### src/rtl/pf_lanectrl_pause_ctrl.sv
// pf_lanectrl_pause_ctrl: per-lane pause conditioner (sync, stretch, holdoff).
// Ports: CLK, RESET in; HS_IO_CLK_PAUSE[N] in; HS_IO_CLK_PAUSE_SYNC[N], PAUSE_DONE[N], PAUSE_ACTIVE out.
module pf_lanectrl_pause_ctrl #(
  parameter int NUM_LANES        = 4,
  parameter int MODE             = 1,
  parameter int SYNC_STAGES      = 2,
  parameter int MIN_PAUSE_CYCLES = 4,
  parameter int HOLDOFF_CYCLES   = 3
) (
  input  logic                 CLK,
  input  logic                 RESET,
  input  logic [NUM_LANES-1:0] HS_IO_CLK_PAUSE,
  output logic [NUM_LANES-1:0] HS_IO_CLK_PAUSE_SYNC,
  output logic [NUM_LANES-1:0] PAUSE_DONE,
  output logic                 PAUSE_ACTIVE
);

  if (NUM_LANES < 1 || NUM_LANES > 16) begin : g_bad_lanes
    $error("NUM_LANES out of range 1..16");
  end
  if (MODE != 0 && MODE != 1) begin : g_bad_mode
    $error("MODE must be 0 or 1");
  end
  if (SYNC_STAGES < 0 || SYNC_STAGES > 3) begin : g_bad_sync
    $error("SYNC_STAGES out of range 0..3");
  end
  if (MIN_PAUSE_CYCLES < 1 || MIN_PAUSE_CYCLES > 16) begin : g_bad_min
    $error("MIN_PAUSE_CYCLES out of range 1..16");
  end
  if (HOLDOFF_CYCLES < 0 || HOLDOFF_CYCLES > 16) begin : g_bad_hold
    $error("HOLDOFF_CYCLES out of range 0..16");
  end

  typedef enum logic [1:0] {
    IDLE,
    PAUSE,
    HOLDOFF
  } state_t;

  localparam logic [3:0] CNT_LOAD =
    4'(MIN_PAUSE_CYCLES - 1);
  localparam logic [4:0] HCNT_LOAD =
    5'((HOLDOFF_CYCLES > 0) ? HOLDOFF_CYCLES - 1 : 0);
  localparam bit HAS_HOLDOFF = (HOLDOFF_CYCLES > 0);

  if (MODE == 0) begin : g_pass
    assign HS_IO_CLK_PAUSE_SYNC = HS_IO_CLK_PAUSE;
    assign PAUSE_DONE           = '0;
  end else begin : g_cond
    for (genvar l = 0; l < NUM_LANES; l++) begin : g_lane
      logic       s;
      logic       out_q;
      logic       done_q;
      logic       pend;
      logic [3:0] cnt;
      logic [4:0] hcnt;
      state_t     state;

      if (SYNC_STAGES == 0) begin : g_nosync
        assign s = HS_IO_CLK_PAUSE[l];
      end else begin : g_sync
        logic [SYNC_STAGES-1:0] sr;
        always_ff @(posedge CLK or posedge RESET) begin
          if (RESET) begin
            sr <= '0;
          end else begin
            sr[0] <= HS_IO_CLK_PAUSE[l];
            for (int k = 1; k < SYNC_STAGES; k++)
              sr[k] <= sr[k-1];
          end
        end
        assign s = sr[SYNC_STAGES-1];
      end

      // cnt saturates at 0 so a long request holds PAUSE until s drops.
      // A request seen in HOLDOFF is remembered in pend and served at
      // the end of the gap.
      always_ff @(posedge CLK or posedge RESET) begin
        if (RESET) begin
          state  <= IDLE;
          cnt    <= '0;
          hcnt   <= '0;
          pend   <= 1'b0;
          out_q  <= 1'b0;
          done_q <= 1'b0;
        end else begin
          done_q <= 1'b0;
          unique case (state)
            IDLE: begin
              if (s) begin
                state <= PAUSE;
                cnt   <= CNT_LOAD;
                out_q <= 1'b1;
              end
            end
            PAUSE: begin
              if (!s && cnt == '0) begin
                out_q  <= 1'b0;
                done_q <= 1'b1;
                if (HAS_HOLDOFF) begin
                  state <= HOLDOFF;
                  hcnt  <= HCNT_LOAD;
                end else begin
                  state <= IDLE;
                end
              end else if (cnt != '0) begin
                cnt <= cnt - 4'd1;
              end
            end
            HOLDOFF: begin
              if (hcnt == '0) begin
                pend <= 1'b0;
                if (pend || s) begin
                  state <= PAUSE;
                  cnt   <= CNT_LOAD;
                  out_q <= 1'b1;
                end else begin
                  state <= IDLE;
                end
              end else begin
                hcnt <= hcnt - 5'd1;
                if (s) pend <= 1'b1;
              end
            end
            default: state <= IDLE;
          endcase
        end
      end

      assign HS_IO_CLK_PAUSE_SYNC[l] = out_q;
      assign PAUSE_DONE[l]           = done_q;
    end
  end

  assign PAUSE_ACTIVE = |HS_IO_CLK_PAUSE_SYNC;

endmodule

### config.mk
export PLATFORM = sky130hd
export DESIGN_NAME = pf_lanectrl_pause_ctrl
export DESIGN_NICKNAME = d
export VERILOG_FILES = /design/src/rtl/pf_lanectrl_pause_ctrl.sv
export SDC_FILE = /design/constraint.sdc
export NUM_CORES = 1
export LEC_CHECK = 0
export ABC_AREA = 1
export ABC_CLOCK_PERIOD_IN_PS = 3000
export CORE_UTILIZATION = 60
export DETAILED_ROUTE_END_ITERATION = 8
export PLACE_DENSITY = 0.87
export RECOVER_POWER = 50
export SLEW_MARGIN = 20
export SYNTH_ARGS = -nofsm -noshare
export SYNTH_HDL_FRONTEND = slang
export SYNTH_SLANG_ARGS = --single-unit
export TNS_END_PERCENT = 50
### constraint.sdc
create_clock -name CLK -period 3 [get_ports CLK]
set_input_delay 0.9 -clock CLK [delete_from_list [all_inputs] [get_ports CLK]]
set_output_delay 0.9 -clock CLK [all_outputs]
set_load 0.005 [all_outputs]
; ---- After elaboration in Yosys (flattened, before gate mapping)
; Index checks and enable logic that the tools add are counted.
[word_totals]
regBits = 64
latch_bits = 0
ram_bits = 0
mem_bits_ro = 0
inputBits = 6
output_inout_bits = 9
wordCells = 221
n_memories = 0
[classes]
add_sub_neg = 8
n_mul = 0
div_mod_pow = 0
order_cmp = 0
n_eq_ne = 36
shifts = 0
muxes = 88
bitwise_logic = 0
n_reduce_logical = 61
[ops]
columns = cell, n
row1 = 4-bit 2-to-1 mux, 20
row2 = "2-bit != test, second input constant", 28
row3 = 4-bit case mux with 3 select lines, 4
row4 = 5-bit 2-to-1 mux, 8
row5 = 5-bit case mux with 2 select lines, 4
row6 = 1-bit 2-to-1 mux, 32
row7 = 2-bit 2-to-1 mux, 12
row8 = 2-bit case mux with 3 select lines, 4
row9 = 3-bit AND reduction, 8
row10 = 6-bit AND reduction, 4
row11 = 5-bit zero test, 4
row12 = 5-bit AND reduction, 4
row13 = "5-bit by 1-bit subtractor with 5-bit output, second input constant", 4
row14 = 4-bit zero test, 4
row15 = 2-bit nonzero test, 8
row16 = 4-bit nonzero test, 4
row17 = "4-bit by 1-bit subtractor with 4-bit output, second input constant", 4
row18 = 1-bit case mux with 3 select lines, 4
row19 = 3-bit nonzero test, 4
row20 = "2-bit by 1-bit == test with 1-bit output, second input constant", 4
row21 = "2-bit == test, second input constant", 4
row22 = 2-bit zero test, 4
row23 = 2-bit AND reduction, 4
row24 = 1-bit logical AND, 4
row25 = 3 further kinds, 9

; ---- Logic depth before layout (Yosys ltp)
[depth]
depth_word = 4
ltp_mapped = 9
ltp_nobuf = 9

; ---- Worst setup path before layout
; OpenSTA, ideal clock, no wires.
[synth_timing]
kind = flip-flop to output port
startpoint = register g_cond.g_lane[3].out_q
endpoint = output PAUSE_ACTIVE
arrival_time_ns = 0.890
path_slack_ns = 1.210
path_stages_with_launch = 2
n_path_buf = 0
path_cell_list = dfrtp_1 > or4_1
[synth_between]
elab_chain_cells = 1
[synth_lines]
columns = item, line_no
row1 = from (decl), 52  ; logic out_q;
row2 = from (signal assigned), 84  ; out_q <= 1'b0;
row3 = from (signal assigned), 93  ; out_q <= 1'b1;
row4 = from (signal assigned), 98  ; out_q <= 1'b0;
row5 = 4-bit OR reduction, 135  ; assign PAUSE_ACTIVE = |HS_IO_CLK_PAUSE_SYNC;
row6 = to (decl), 15  ; output logic PAUSE_ACTIVE
; Every way passes these cells.

; ---- Final worst setup path
; Same ends and word-level chain as after synthesis.

==> results by group <==
STA
  • Final hold vios: 0
  • RSZ-0062 raised after global routing: false
  • Final period util: 85.9%
  • Max Slew Vio Count: 0
  • Worst hold slack: 0.340 ns
  • Min Tclk post-route: 2.58 ns
  • Endpoints failing setup: 0
  • Slew headroom: 45.4%
  • Fmax: 0.388 GHz
  • Fin Setup TNS: 0 ns
  • Slew of the pin with the lowest slew margin: 0.819 ns
  • Skew final: 0.00830 ns

Critical path
  • CP Buf/Inv Count: 1
  • Start of the worst register-to-register path: g_cond.g_lane[2].cnt[0]
  • Critical path type: reg2out
  • Largest stage delay on the critical path: 0.51 ns
  • Worst path required time: 2.10 ns
  • Crit path launch: g_cond.g_lane[3].out_q
  • CP max stage cell: or4_1
  • Critical-path cell list: or4_1 > clkdlybuf4s50_1
  • CP top delay family: simple AND/OR/NAND/NOR gates
  • Worst-path fanout max: 3
  • Crit end category: output port
  • Crit path launch type: flip-flop
  • WP data arrival: 1.68 ns

Synthesis
  • Compound-gate portion of the synthesized area: 7.29%
  • Syn nets: 382
  • Ys flop type: dfrtp_1
  • Mapped Avg Cell Area: 8.54 sq um
  • Yosys reg bits: 64
  • Post-synthesis mux area share: 0%
  • Post-Synth Adder-Cell Area: 3.18%
  • EDFF count, synth: 0
  • Synth top area cells: dfrtp_1 51%, nand2_1 11%, inv_1 5.7%, o21ai_0 4.9%, nand3_1 4.6%
  • Simple-Gate Fraction of Synth Area: 26.0%
  • Yosys top cell area share: 51.0%
  • Largest family of logic cells by synthesized area: simple AND/OR/NAND/NOR gates
  • XOR/XNOR Fraction of Synth Area: 4.46%
  • Synth cell types: 21
  • Ys async rst share: 100%
  • Synth Instances: 368
  • Count leader, synth: nand2_1
  • Seq/Total Area, Yosys: 51.0%
  • Synth cell count leaders: 94 x nand2_1, 64 x dfrtp_1, 48 x inv_1
  • Yosys top cell by area: dfrtp_1
  • Ys Warns: 0
  • Post-Syn Area: 0.00314 sq mm

Global route
  • First-pass GRT wire length: 9.38 mm
  • Vias in the first global route: 2,297
  • Gr ovfl total: 0
  • Initial antenna violation count: 0
  • GRT Overall Usage: 22.9%
  • Pin count of the biggest net entering global routing: 26

Cells and area
  • Area growth syn-to-layout: 9.36%
  • Cell Count, Final, Fillers Out: 459
  • Share of layout cells above drive strength 1: 7.40%
  • Final net count: 401
  • Post-layout util: 70.4%
  • Final instance area: 0.00344 sq mm
  • N_diodes: 0

Routing
  • Vias per cell: 5.08
  • Antenna viol nets, final: 0
  • DRC Markers: 0
  • Via count: 2,331
  • Total wire length: 5.23 mm
  • Drt wl/cell: 11.4 um
  • DR iter-0 viols: 179
  • First-pass DRT Iterations: 4

CTS
  • Hold Buf Count CTS: 0
  • Post-CTS Setup Bufs: 0
  • TritonCTS clock tree: yes
  • Clock Latency Late Sink: 0.34 ns
  • Clock buffer depth: 2
  • Clock sink count: 64
  • Post-cts repair resize count: 0
  • Root Buffer: clkbuf_8
  • Clock transition at path regs: 0.07 ns
  • H-tree levels: 3
  • Number of buffers created by CTS: 9

Hold path
  • HP Start: g_cond.g_lane[2].g_sync.sr[0]
  • HP Class: reg2reg

Placed design
  • Number of cells after detailed placement: 443
  • PortBufs: 14
  • Placer Congestion: 0.845
  • Cell Area, Placed: 0.00333 sq mm
  • HPWL Detailed: 3.84 mm

Floorplanning
  • Core area: 0.00488 sq mm
  • Die area: 0.00553 sq mm
  • Num rows: 25
  • Die height: 74.4 um
  • Chip Width: 74.4 um
  • Initial core utilization: 64.4%
  • I/O pin count: 15

Run status
  • Run status: finished, final reports clean

Run
  • Number of max-cap violations: 0

Power
  • VDD IR-drop max: 0.439 mV
  • Leakage power: 1.80 nW
  • Power Density: 941 mW/mm^2
==> logic make-up (layout without fill, tap and decap cells) <==
| kind of cell | count (synthesis) | after routing |
|---|---|---|
| xor gates and xnor gates | 16 | 16 |
| buffers and inverters | 60 | 84 |
| and+or+nand+nor | 177 | 177 |
| AOI/OAI and AO/OA | 43 | 43 |
| adders and majority gates | 8 | 8 |
| DFF | 64 | 64 |
==> cells in the final DEF (no fill, tap or decap), drive strengths merged <==
master / instances
clkinvlp: 1
nand4: 8
clkinv: 2
xnor2: 4
o21ai: 32
nand3: 29
inv: 52
nand2: 100
o211ai: 1
a21oi: 10
nor2: 39
buf: 1
xor2: 12
dlygate4sd3: 5
clkbuf: 14
or4: 1
ha: 8
dfrtp: 64
clkdlybuf4s50: 9
==> worst paths after layout <==
path	slack (ns)	end	depth (start not counted)
max	0.42	PAUSE_ACTIVE	2
min	0.34	g_cond.g_lane[2].g_sync.sr[1]	0
max reg2reg	1.16	g_cond.g_lane[2].hcnt[2]	6
min reg2reg	0.34	g_cond.g_lane[2].g_sync.sr[1]	0
max in group asynchronous	0.76	g_cond.g_lane[2].hcnt[2]	3
min in group asynchronous	1.16	g_cond.g_lane[0].done_q	2
==> flip-flops by register name, summed over array words and instances (netlist names) <==
register	count
g_cond.g_lane.hcnt	20
g_cond.g_lane.cnt	16
g_cond.g_lane.g_sync.sr	8
g_cond.g_lane.state	8
g_cond.g_lane.done_q	4
g_cond.g_lane.out_q	4
g_cond.g_lane.pend	4
==> stage by stage <==
| stage | total power (W) | setup WS, ns |
|---|---|---|
| floorplan | 0.00236 | 0.502 |
| global placement | 0.00256 | 0.773 |
| detailed placement | 0.00266 | 0.777 |
| CTS | 0.00330 | 0.403 |
| global route | 0.00355 | 0.361 |
| finish | 0.00323 | 0.422 |
==> where the power goes <==
| group | total [W] | leakage [nW] | switching (W) | internal (W) |
|---|---|---|---|---|
| sequential | 0.00129 | 0.813 | 0.000178 | 0.00111 |
| combinational | 0.00131 | 0.899 | 0.000789 | 0.000519 |
| clock | 0.000633 | 0.0834 | 0.000313 | 0.000320 |
==> cell type report <==
cell class	count	area [sq um]
inverter	52	195
fill	360	1440
clock buffer	13	149
sequential	64	1600
timing repair buffer	16	153
clock inverter	3	17.5
tap	67	83.8
multi-input combinational	244	1240
==> layer usage <==
layer	share of wire, %	GRT usage (%)
met1	46	27.4
met2	49	37.3
met3	3.8	6.64
met4	1.8	12.2
met5	0	0
(Power assumes the default switching activity.)
